==> src/rtl/vga_scan_if.sv <==
// Video-side bundle between the VGA scanner, the VRAM read port and the pins.
// The scanner owns the master side; VRAM and pins sit on the slave side.
interface vga_scan_if;
   logic        vram_load;
   logic [12:0] vram_addr;
   logic [11:0] vram_data;
   logic [3:0]  vga_r;
   logic [3:0]  vga_g;
   logic [3:0]  vga_b;
   logic        vga_hs;
   logic        vga_vs;
   logic        frame_start;

   modport master (
      output vram_load, vram_addr,
      input  vram_data,
      output vga_r, vga_g, vga_b, vga_hs, vga_vs, frame_start
   );

   modport slave (
      input  vram_load, vram_addr,
      output vram_data,
      input  vga_r, vga_g, vga_b, vga_hs, vga_vs, frame_start
   );
endinterface

==> src/rtl/vga_scan.sv <==
// 640x480@60 VGA scanner: free-running pixel counters, 8x8-block VRAM fetch
// and one-pixel registered RGB/sync outputs that stay mutually aligned.
module vga_scan #(
   parameter int CLK_DIV = 4,
   parameter int H_VIS   = 640,
   parameter int H_FP    = 16,
   parameter int H_SYNC  = 96,
   parameter int H_BP    = 48,
   parameter int V_VIS   = 480,
   parameter int V_FP    = 10,
   parameter int V_SYNC  = 2,
   parameter int V_BP    = 33
) (
   input  logic        clk,
   input  logic        rst,
   vga_scan_if.master  vga
);

   localparam int H_TOT = H_VIS + H_FP + H_SYNC + H_BP;
   localparam int V_TOT = V_VIS + V_FP + V_SYNC + V_BP;
   localparam int HW    = $clog2(H_TOT);
   localparam int VW    = $clog2(V_TOT);
   localparam int PW    = (CLK_DIV > 1) ? $clog2(CLK_DIV) : 1;

   localparam logic [PW-1:0] PIX_LAST = PW'(CLK_DIV - 1);
   localparam logic [HW-1:0] H_LAST   = HW'(H_TOT - 1);
   localparam logic [VW-1:0] V_LAST   = VW'(V_TOT - 1);
   localparam logic [HW-1:0] H_VIS_C  = HW'(H_VIS);
   localparam logic [VW-1:0] V_VIS_C  = VW'(V_VIS);
   localparam logic [HW-1:0] HS_BEG   = HW'(H_VIS + H_FP);
   localparam logic [HW-1:0] HS_END   = HW'(H_VIS + H_FP + H_SYNC);
   localparam logic [VW-1:0] VS_BEG   = VW'(V_VIS + V_FP);
   localparam logic [VW-1:0] VS_END   = VW'(V_VIS + V_FP + V_SYNC);

   logic [PW-1:0] pre;
   logic [HW-1:0] h_cnt;
   logic [VW-1:0] v_cnt;
   logic          pix_tick;
   logic          h_end;
   logic          v_end;
   logic          visible;
   logic          in_hs;
   logic          in_vs;

   logic [11:0]   rgb_p1;
   logic          hs_p1;
   logic          vs_p1;

   // 80 cells per row; the *80 is built from two shifts so no multiplier is inferred.
   function automatic logic [12:0] cell_addr(input logic [HW-1:0] h, input logic [VW-1:0] v);
      logic [12:0] row;
      logic [12:0] col;
      row = 13'(v >> 3);
      col = 13'(h >> 3);
      return (row << 6) + (row << 4) + col;
   endfunction

   assign pix_tick = (pre == PIX_LAST);
   assign h_end    = (h_cnt == H_LAST);
   assign v_end    = (v_cnt == V_LAST);
   assign visible  = (h_cnt < H_VIS_C) && (v_cnt < V_VIS_C);
   assign in_hs    = (h_cnt >= HS_BEG) && (h_cnt < HS_END);
   assign in_vs    = (v_cnt >= VS_BEG) && (v_cnt < VS_END);

   // ---- stage p0: prescaler and raster counters
   always_ff @(posedge clk) begin
      if (rst) begin
         pre   <= '0;
         h_cnt <= '0;
         v_cnt <= '0;
      end else begin
         if (pix_tick) begin
            pre <= '0;
            if (h_end) begin
               h_cnt <= '0;
               v_cnt <= v_end ? '0 : v_cnt + 1'b1;
            end else begin
               h_cnt <= h_cnt + 1'b1;
            end
         end else begin
            pre <= pre + 1'b1;
         end
      end
   end

   // VRAM answers combinationally, so the request is driven from the live counters.
   assign vga.vram_load = visible;
   assign vga.vram_addr = visible ? cell_addr(h_cnt, v_cnt) : 13'd0;

   // ---- stage p1: colour and sync registered together on the pixel tick
   always_ff @(posedge clk) begin
      if (rst) begin
         rgb_p1 <= 12'h000;
         hs_p1  <= 1'b1;
         vs_p1  <= 1'b1;
      end else if (pix_tick) begin
         rgb_p1 <= visible ? vga.vram_data : 12'h000;
         hs_p1  <= !in_hs;
         vs_p1  <= !in_vs;
      end
   end

   assign vga.vga_r       = rgb_p1[11:8];
   assign vga.vga_g       = rgb_p1[7:4];
   assign vga.vga_b       = rgb_p1[3:0];
   assign vga.vga_hs      = hs_p1;
   assign vga.vga_vs      = vs_p1;
   assign vga.frame_start = !rst && pix_tick && h_end && v_end;

endmodule

==> src/flat_wrapper.sv <==
// flat-port wrapper written by rule: the top's interface ports become plain ports
module vga_scan_flat 
#(
   parameter int CLK_DIV = 4,
   parameter int H_VIS   = 640,
   parameter int H_FP    = 16,
   parameter int H_SYNC  = 96,
   parameter int H_BP    = 48,
   parameter int V_VIS   = 480,
   parameter int V_FP    = 10,
   parameter int V_SYNC  = 2,
   parameter int V_BP    = 33
)
  (clk, rst, vga_vram_load, vga_vram_addr, vga_vram_data, vga_vga_r, vga_vga_g, vga_vga_b, vga_vga_hs, vga_vga_vs, vga_frame_start);
  vga_scan_if vga_i ();
  input  logic clk;
  input  logic rst;
  output wire logic [$bits(vga_i.vram_load)-1:0] vga_vram_load;
  output wire logic [$bits(vga_i.vram_addr)-1:0] vga_vram_addr;
  input wire logic [$bits(vga_i.vram_data)-1:0] vga_vram_data;
  output wire logic [$bits(vga_i.vga_r)-1:0] vga_vga_r;
  output wire logic [$bits(vga_i.vga_g)-1:0] vga_vga_g;
  output wire logic [$bits(vga_i.vga_b)-1:0] vga_vga_b;
  output wire logic [$bits(vga_i.vga_hs)-1:0] vga_vga_hs;
  output wire logic [$bits(vga_i.vga_vs)-1:0] vga_vga_vs;
  output wire logic [$bits(vga_i.frame_start)-1:0] vga_frame_start;
  assign vga_vram_load = vga_i.vram_load;
  assign vga_vram_addr = vga_i.vram_addr;
  assign vga_i.vram_data = vga_vram_data;
  assign vga_vga_r = vga_i.vga_r;
  assign vga_vga_g = vga_i.vga_g;
  assign vga_vga_b = vga_i.vga_b;
  assign vga_vga_hs = vga_i.vga_hs;
  assign vga_vga_vs = vga_i.vga_vs;
  assign vga_frame_start = vga_i.frame_start;
  vga_scan #(.CLK_DIV(CLK_DIV), .H_VIS(H_VIS), .H_FP(H_FP), .H_SYNC(H_SYNC), .H_BP(H_BP), .V_VIS(V_VIS), .V_FP(V_FP), .V_SYNC(V_SYNC), .V_BP(V_BP)) u_core (.clk(clk), .rst(rst), .vga(vga_i));
endmodule
==> config.mk <==
export PLATFORM = sky130hd
export DESIGN_NAME = vga_scan_flat
export DESIGN_NICKNAME = d
export VERILOG_FILES = /design/src/rtl/vga_scan_if.sv /design/src/rtl/vga_scan.sv /design/src/flat_wrapper.sv
export SDC_FILE = /design/constraint.sdc
export NUM_CORES = 1
export LEC_CHECK = 0
export ABC_AREA = 1
export CORE_ASPECT_RATIO = 1.75
export CORE_MARGIN = 10
export CORE_UTILIZATION = 56
export CTS_CLUSTER_SIZE = 24
export DETAILED_ROUTE_END_ITERATION = 10
export GPL_ROUTABILITY_DRIVEN = 0
export HOLD_SLACK_MARGIN = 0.05
export PLACE_DENSITY_LB_ADDON = 0.05
export SKIP_CTS_REPAIR_TIMING = 1
export SLEW_MARGIN = 40
export SYNTH_ARGS = -nofsm -noshare
export SYNTH_HDL_FRONTEND = slang
export SYNTH_SLANG_ARGS = --single-unit
==> constraint.sdc <==
create_clock -name clk -period 5.6 [get_ports clk]
set_clock_uncertainty 0.2 [all_clocks]
set_input_delay 1.4 -clock clk [delete_from_list [all_inputs] [get_ports clk]]
set_output_delay 1.4 -clock clk [all_outputs]
set_load 0.05 [all_outputs]
# Yosys cells after proc, flatten, opt, wreduce, memory -nomap -nowiden
# Cells that the tools add are included.
# op_classes
add_sub_neg,5
multipliers,0
div,0
order_cmp,6
eq_ne,3
shift,0
mux,4
bitwise,0
reduce_logical,11
# op_table
op,n
10-bit by 1-bit adder with 10-bit output (second input constant),2
10-bit equality test (second input constant),2
10-bit less-than comparator (second input constant),2
10-bit by 9-bit less-than comparator with 1-bit output (second input constant),2
10-bit 2-to-1 mux,2
13-bit by 11-bit adder with 13-bit output,1
13-bit by 7-bit adder with 13-bit output,1
13-bit 2-to-1 mux,1
12-bit 2-to-1 mux,1
10-bit >= comparator (second input constant),1
10-bit by 9-bit >= comparator with 1-bit output (second input constant),1
1-bit logical AND,6
1-bit logical NOT,3
2-bit by 1-bit adder with 2-bit output (second input constant),1
2-bit equality test (second input constant),1
2-bit AND reduction,1
2-bit OR reduction,1
# word_totals
ff_bits,36
latchBits,0
ramBits,0
romBits,0
input_bits,14
output_inout_bits,29
word_cells,35
memories,0

# Depth between registers and ports, before layout
# Gate-level depths: netlist (run 1).
# logic_depth
word_depth,4
mapped_depth,11
mapped_depth_nobuf,11

# Least setup slack after synthesis (run 1)
# No wires, ideal clock.
# synth_timing
kind,input to output
startpoint,input rst
endpoint,output vga_frame_start
arrival_ns,3.121
required_ns,4.000
setup_slack_ns,0.879
path_stages,2
n_path_buf,1
path_cell_list,buf_2 nor4_1
# synth_via
elab_chain_len,4
# synth_lines
element,line_no,text
from (decl),flat_wrapper.sv:17,input logic rst;
1-bit logical NOT,vga_scan.sv:108,assign vga.frame_start = !rst && pix_tick && h_end && v_end;
1-bit logical AND (3 in a row),vga_scan.sv:108,
to (decl),flat_wrapper.sv:26,output wire logic [$bits(vga_i.frame_start)-1:0] vga_frame_start;
# Every way passes these cells.

# Final worst setup path (run 1)
# layout_timing
startpoint,register u_core.v_cnt[3]
endpoint,output vga_vram_addr[9]
# layout_via
elab_chain_len,3
elab_cells_between_ends,5
classes_between,add/sub: 2; order compare: 1; mux: 1; reduce/logical: 1
# layout_lines
element,line_no,text
from (decl),vga_scan.sv:37,logic [VW-1:0] v_cnt;
from (signal assigned),vga_scan.sv:76,v_cnt <= v_end ? '0 : v_cnt + 1'b1;
13-bit by 11-bit adder with 13-bit output or 10-bit by 9-bit less-than comparator with 1-bit output (tied branches),"vga_scan.sv:55, vga_scan.sv:61",
13-bit by 7-bit adder with 13-bit output or 1-bit logical AND (tied branches),"vga_scan.sv:55, vga_scan.sv:61",
13-bit 2-to-1 mux (*),vga_scan.sv:88,"assign vga.vram_addr = visible ? cell_addr(h_cnt, v_cnt) : 13'd0;"
to (decl),flat_wrapper.sv:19,output wire logic [$bits(vga_i.vram_addr)-1:0] vga_vram_addr;
# Mark *: on every way between the ends. The rest lies on a longest branch, timed or not.

==> results.sh, run 1 <==
export IMPL_required_ns=4.00
export IMPL_first_pass_iters=4
export IMPL_clk_latency_ns=0.29
export IMPL_drive_gt1_frac=0.1157
export IMPL_grt_first_pass_wirelength_mm=9.894
export IMPL_syn_area_per_cell_um2=7.275
export IMPL_grt_max_degree=21
export IMPL_setup_viol=0
export IMPL_core_area_um2=3941
export IMPL_antenna_found_initial=0
export IMPL_cts_inserted_buffers=5
export IMPL_whs_ns=0.2370
export IMPL_synth_area_um2=2313
export IMPL_critPathMaxStageDelay_ns=0.82
export IMPL_cp_cell_sequence="inv_1 -> fa_1 -> inv_1 -> fa_1 -> nand3_1 -> nand2_1 -> a21oi_1 -> clkdlybuf4s50_1"
export IMPL_finalCritPeriodShare=0.8519
export IMPL_area_growth_pct=24.28
export IMPL_power_per_cell_area_nw_per_um2=190.6
export IMPL_clockBufferDepth=2
export IMPL_grt_ovfl_total=0
export IMPL_cap_viol_max_count=0
export IMPL_yosysWarnings=0
export IMPL_routedWlPerCell_um=14.19
export IMPL_hold_path_class="reg2reg"
export IMPL_total_leakage_power_nw=1.231
export IMPL_globalRouteTotalUtil=0.1709
export IMPL_start_util=0.5870
export IMPL_fp_dieW_um=68.59
export IMPL_ir_worst_vdd_uv=187.8
export IMPL_ys_types=33
export IMPL_design_die_area_um2=7203
export IMPL_maxSlewHeadroom=0.6430
export IMPL_drv_slew=0
export IMPL_totalWireLength_mm=5.834
export IMPL_drt_iter0_drc=154
export IMPL_r2r_slack_ns=3.66
export IMPL_cts_sinks=36
export IMPL_final_util=0.7295
export IMPL_pre_cts_ws_ns=0.9301
export IMPL_seq_area_frac_synth=0.3115
export IMPL_syn_nets=353
export IMPL_setup_slack_ns=0.8291
export IMPL_cp_slowest_cell="clkdlybuf4s50_1"
export IMPL_via_count=2216
export IMPL_dpl_cell_count=403
export IMPL_root_buffer="clkbuf_8"
export IMPL_crit_family="buffers and inverters"
export IMPL_hpwl_mm=4.466
export IMPL_layout_cells_non_filler=411
export IMPL_crit_buf_inv=3
export IMPL_ys_ff_latch=36
export IMPL_worst_path_max_fanout=6
export IMPL_cp_start_kind="flop"
export IMPL_clk_pin_slew_ns=0.08
export IMPL_rsz0062_at_grt="no"
export IMPL_final_min_clock_period_ns=4.771
export IMPL_layout_nets=397
export IMPL_postRouteAntennaNets=0
export IMPL_drc=0
export IMPL_crit_type="reg2out"
export IMPL_final_hold_violation_count=0
export IMPL_end_kind="output pin"
export IMPL_htreeDepth=2
export IMPL_grt_pass1_vias=2115
export IMPL_tightest_slew_ns=0.5349
export IMPL_ioPinCount=43
export IMPL_fmax_mhz=209.6
export IMPL_synthCells=318
export IMPL_status="complete, no violations"
export IMPL_rows=30
export IMPL_cts_tree="yes"
export IMPL_setup_tns_final_ns=0
export IMPL_diodes=0
export IMPL_die_h_um=105.0
export IMPL_viasPerCell=5.392
export IMPL_cp_arrival_ns=3.17
export IMPL_portBuffers=42
-- worst paths after layout --
check | from | endpoint | cells after the start
max | u_core.v_cnt[3] | vga_vram_addr[9] | 8
min | u_core.pre[0] | u_core.pre[0] | 1
max reg2reg | u_core.pre[0] | u_core.vga.vga_hs | 6
min reg2reg | u_core.pre[0] | u_core.pre[0] | 1
-- stage by stage --
step	total power [W]	area, um^2
6_report	0.0005480	2875
3_5_place_dp	0.0003234	2761
2_1_floorplan	0.0003021	2313
5_1_grt	0.0005679	2875
4_1_cts	0.0005553	2873
3_3_place_gp	0.0003228	2761
-- power by group --
| part | internal (W) | switching [W] |
|---|---|---|
| combinational | 0.0000209 | 0.0000319 |
| clock | 0.000132 | 0.0000987 |
| sequential | 0.000262 | 0.00000299 |
| total | 0.000414 | 0.000134 |
-- synth_stat cells, drive strengths merged --
library cell | count | area, um^2
a21o | 2 | 15.01
a21oi | 20 | 100.1
a31oi | 2 | 27.53
buf | 7 | 47.54
dfxtp | 36 | 720.7
fa | 2 | 40.04
ha | 19 | 237.7
inv | 41 | 156.4
nand2 | 68 | 265.3
nand3 | 29 | 155.2
nand4 | 6 | 52.55
nor2 | 44 | 195.2
nor3 | 9 | 56.31
nor3b | 3 | 22.52
nor4 | 2 | 12.51
o21a | 1 | 7.510
o21ai | 22 | 162.7
o21bai | 2 | 15.01
o22ai | 1 | 6.260
xor2 | 2 | 17.52
-- kinds of logic after synthesis --
group | after synthesis | share of synthesized area
AO/OA/AOI/OAI | 50 | 0.1444
XOR/XNOR | 2 | 0.007573
adder cells (fa/ha/maj) | 21 | 0.1201
buffers and inverters | 48 | 0.08815
flip-flops | 36 | 0.3115
AND/OR/NAND/NOR | 161 | 0.3283
-- cells in the final DEF (no fill, tap or decap), types with 2 or more instances in the layout --
cell type and count:
o21ai_2 14, nor3_1 8, nand3_2 2, nand3_1 27, dfxtp_1 36, o21ai_0 6
clkdlybuf4s50_1 42, o21bai_1 2, fa_1 2, o21ai_1 2, nor2_1 37, clkbuf_8 5
inv_2 3, nor3b_1 3, buf_4 2, nand4_1 5, xor2_1 2, nor4_1 2
nand2_1 66, inv_1 37, ha_1 19, nor2_2 4, a21oi_1 20, a21o_1 2
nor2_4 3
-- per-layer routing --
layer / global-route usage / wire [um] / share of wire
met3: 0.03529 / 393 / 0.067
met4: 0.05780 / 97 / 0.017
met1: 0.1964 / 2289 / 0.39
met5: 0 / 0 / 0
met2: 0.2939 / 3053 / 0.52
-- area by class of cell --
class / instances / area (um^2)
Clock inverter: 3 / 42.54
Clock buffer: 5 / 68.82
Timing Repair Buffer: 44 / 435.4
Tap cell: 48 / 60.06
Sequential cell: 36 / 720.7
Inverter: 41 / 156.4
Fill cell: 341 / 1066
Multi-Input combinational cell: 234 / 1391
-- sequential cells by signal, indices dropped and copies added (netlist names) --
| signal | flops |
|---|---|
| u_core.h_cnt | 10 |
| u_core.pre | 2 |
| u_core.rgb_p1 | 12 |
| u_core.v_cnt | 10 |
| u_core.vga.vga_hs | 1 |
| u_core.vga.vga_vs | 1 |
-- worst register-to-register path, stage by stage, from the launching register on --
cell,delay (ns)
dfxtp_1,0.32
ha_1,0.21
buf_4,0.21
nor2_2,0.46
inv_1,0.20
nor2_1,0.15
a31oi_1,0.05
Power figures use the tool's default switching activity.
==> run 2, diff against run 1 <==
- ABC_CLOCK_PERIOD_IN_PS: unset -> 5600
==> results of run 2 <==
Same layout as run 1: the final DEF is identical, and so are final timing and power.
==> run 3, diff against run 2 <==
- ABC_AREA: 1 -> unset
- CORE_UTILIZATION: 56 -> 55
==> results.sh, run 3 <==
export IMPL_drive_gt1_frac=0.05442
export IMPL_clockBufferDepth=2
export IMPL_hpwl_mm=3.838
export IMPL_synth_edff_count=0
export IMPL_setup_viol=0
export IMPL_maxSlewHeadroom=0.6423
export IMPL_end_kind="output pin"
export IMPL_portBuffers=42
export IMPL_rr_worst_depth=6
export IMPL_design_die_area_um2=6904
export IMPL_routed_top_layer="met4"
export IMPL_hold_path_class="reg2reg"
export IMPL_synthCells=254
export IMPL_final_common_cell="clkdlybuf4s50_1"
export IMPL_grt_ovfl_total=0
export IMPL_hold_depth=1
export IMPL_viasPerCell=5.608
export IMPL_synth_ff_type="dfxtp_1"
export IMPL_antenna_found_initial=0
export IMPL_pre_cts_ws_ns=0.6968
export IMPL_diodes=0
export IMPL_root_buffer="clkbuf_8"
export IMPL_ir_worst_vdd_uv=195.9
export IMPL_synth_area_leaders="dfxtp_1, ha_1, a21oi_1"
export IMPL_synth_area_um2=2148
export IMPL_via_count=1918
export IMPL_seq_area_frac_synth=0.3355
export IMPL_power_per_cell_area_nw_per_um2=191.1
export IMPL_rsz0062_at_grt="no"
export IMPL_final_min_clock_period_ns=5.207
export IMPL_regMostFlops="u_core.rgb_p1"
export IMPL_ys_types=44
export IMPL_tightest_slew_ns=0.5349
export IMPL_syn_area_per_cell_um2=8.458
export IMPL_first_pass_iters=4
export IMPL_drt_iter0_drc=75
export IMPL_synth_commonest_cells="dfxtp_1, a21oi_1, nand3_1"
export IMPL_htreeDepth=2
export IMPL_setup_tns_final_ns=0
export IMPL_ioPinCount=43
export IMPL_grt_pass1_vias=1885
export IMPL_cts_sinks=36
export IMPL_finalCritPeriodShare=0.9297
export IMPL_wl_met1_mm=2.065
export IMPL_required_ns=4.00
export IMPL_clk_pin_slew_ns=0.08
export IMPL_crit_type="reg2out"
export IMPL_core_area_um2=3829
export IMPL_cp_arrival_ns=3.61
export IMPL_cp_start_kind="flop"
export IMPL_rows=30
export IMPL_drc=0
export IMPL_total_leakage_power_nw=1.021
export IMPL_cp_slowest_cell="clkdlybuf4s50_1"
export IMPL_critPathMaxStageDelay_ns=0.82
export IMPL_final_util=0.7013
export IMPL_postRouteAntennaNets=0
export IMPL_area_growth_pct=24.99
export IMPL_status="complete, no violations"
export IMPL_clk_latency_ns=0.28
export IMPL_drv_slew=0
export IMPL_grt_first_pass_wirelength_mm=8.521
export IMPL_setup_slack_ns=0.3935
export IMPL_biggestRegsByFlops="u_core.rgb_p1 (12), u_core.h_cnt (10), u_core.v_cnt (10)"
export IMPL_async_reset_ff_frac=0
export IMPL_totalWireLength_mm=5.030
export IMPL_cap_viol_max_count=0
export IMPL_ys_ff_latch=36
export IMPL_syn_nets=289
export IMPL_fill_cells=346
export IMPL_cts_tree="yes"
export IMPL_synth_most_common_cell="dfxtp_1"
export IMPL_synth_area_leader_cell="dfxtp_1"
export IMPL_yosysWarnings=0
export IMPL_die_h_um=102.7
export IMPL_layout_nets=328
export IMPL_routedWlPerCell_um=14.71
export IMPL_fmax_mhz=192.1
export IMPL_cts_inserted_buffers=5
export IMPL_final_cell_mix="clkdlybuf4s50_1, dfxtp_1, a21oi_1, nand3_1, ha_1"
export IMPL_grt_max_degree=36
export IMPL_dr_wl_met3_um=237
export IMPL_worst_path_max_fanout=8
export IMPL_final_hold_violation_count=0
export IMPL_fp_dieW_um=67.25
export IMPL_yosysTopAreaCellShare=0.3355
export IMPL_cp_cell_sequence="inv_1 -> fa_1 -> inv_1 -> fa_1 -> a211oi_1 -> o21bai_1 -> a21oi_1 -> mux2i_1 -> clkdlybuf4s50_1"
export IMPL_met2WireLength_mm=2.580
export IMPL_start_util=0.5611
export IMPL_largest_reg_flops=12
export IMPL_globalRouteTotalUtil=0.1545
## run 3: cell count changes in the layout (fill, tap and decap cells not counted), moves of 4 or more
cell,before,now
nand2_1,66,13
nor2_1,37,10
inv_1,37,11
nand2b_1,0,15
o21ai_2,14,0
or3_1,0,10
and2_1,0,9
a21oi_1,20,26
nand3_1,27,22
o21ai_0,6,11
nor2_2,4,0
xnor2_1,0,4
## run 3: final cells by class
type	instances	area [um^2]	share of cell area
multi-input cells	194	1326	0.4939
inverters	11	41.29	0.01538
well taps	48	60.06	0.02237
clock buffers	7	86.33	0.03215
clock inverters	1	7.507	0.002796
flip-flops and latches	36	720.7	0.2684
repair buffers	45	442.9	0.1650
## run 3: logic make-up after synthesis
| family | count (synthesis) | share of synthesized area |
|---|---|---|
| DFF | 36 | 0.3355 |
| xor gates and xnor gates | 8 | 0.03261 |
| buffers and inverters | 24 | 0.04717 |
| AOI/OAI and AO/OA | 54 | 0.1491 |
| and+or+nand+nor | 109 | 0.2970 |
| muxes | 2 | 0.009319 |
| adders and majority gates | 21 | 0.1293 |
## run 3: final timing paths
kind	startpoint	endpoint	slack (ns)
worst max-delay path	u_core.v_cnt[3]	vga_vram_addr[11]	0.39
worst min-delay path	u_core.pre[0]	u_core.pre[0]	0.23
worst max register to register	u_core.pre[0]	u_core.v_cnt[8]	3.20
worst min register to register	u_core.pre[0]	u_core.pre[0]	0.23
## run 3: critical path, delay by kind of cell (launching register included)
family / cells / cell delay, ns
adder cells (fa/ha/maj): 2 / 1.03
buffers and inverters: 3 / 1.01
AO/OA/AOI/OAI: 3 / 0.62
flip-flops: 1 / 0.46
multiplexers: 1 / 0.21
## run 3: metrics by stage
step	area (um^2)	hold WS, ns	cells	total power, W
finish	2685	0.2254	342	0.0005130
global route	2685	0.2591	342	0.0005374
CTS	2685	0.2310	342	0.0005197
detailed placement	2591	0.2208	334	0.0003307
global placement	2591	0.2204	334	0.0003297
floorplan	2148	0.1977	254	0.0003078
## run 3: routing by layer
| metal | up-vias | GRT usage |
|---|---|---|
| met5 | - | 0 |
| met4 | 0 | 0.06667 |
| li1 | 977 | - |
| met3 | 14 | 0.03482 |
| met1 | 884 | 0.1666 |
| met2 | 43 | 0.2757 |
## run 3: report_power, final
| group | leakage, nW | internal [W] | switching (W) |
|---|---|---|---|
| registers | 0.291 | 0.000263 | 0.00000422 |
| clock network | 0.0445 | 0.0000999 | 0.0000889 |
| logic | 0.685 | 0.0000249 | 0.0000325 |
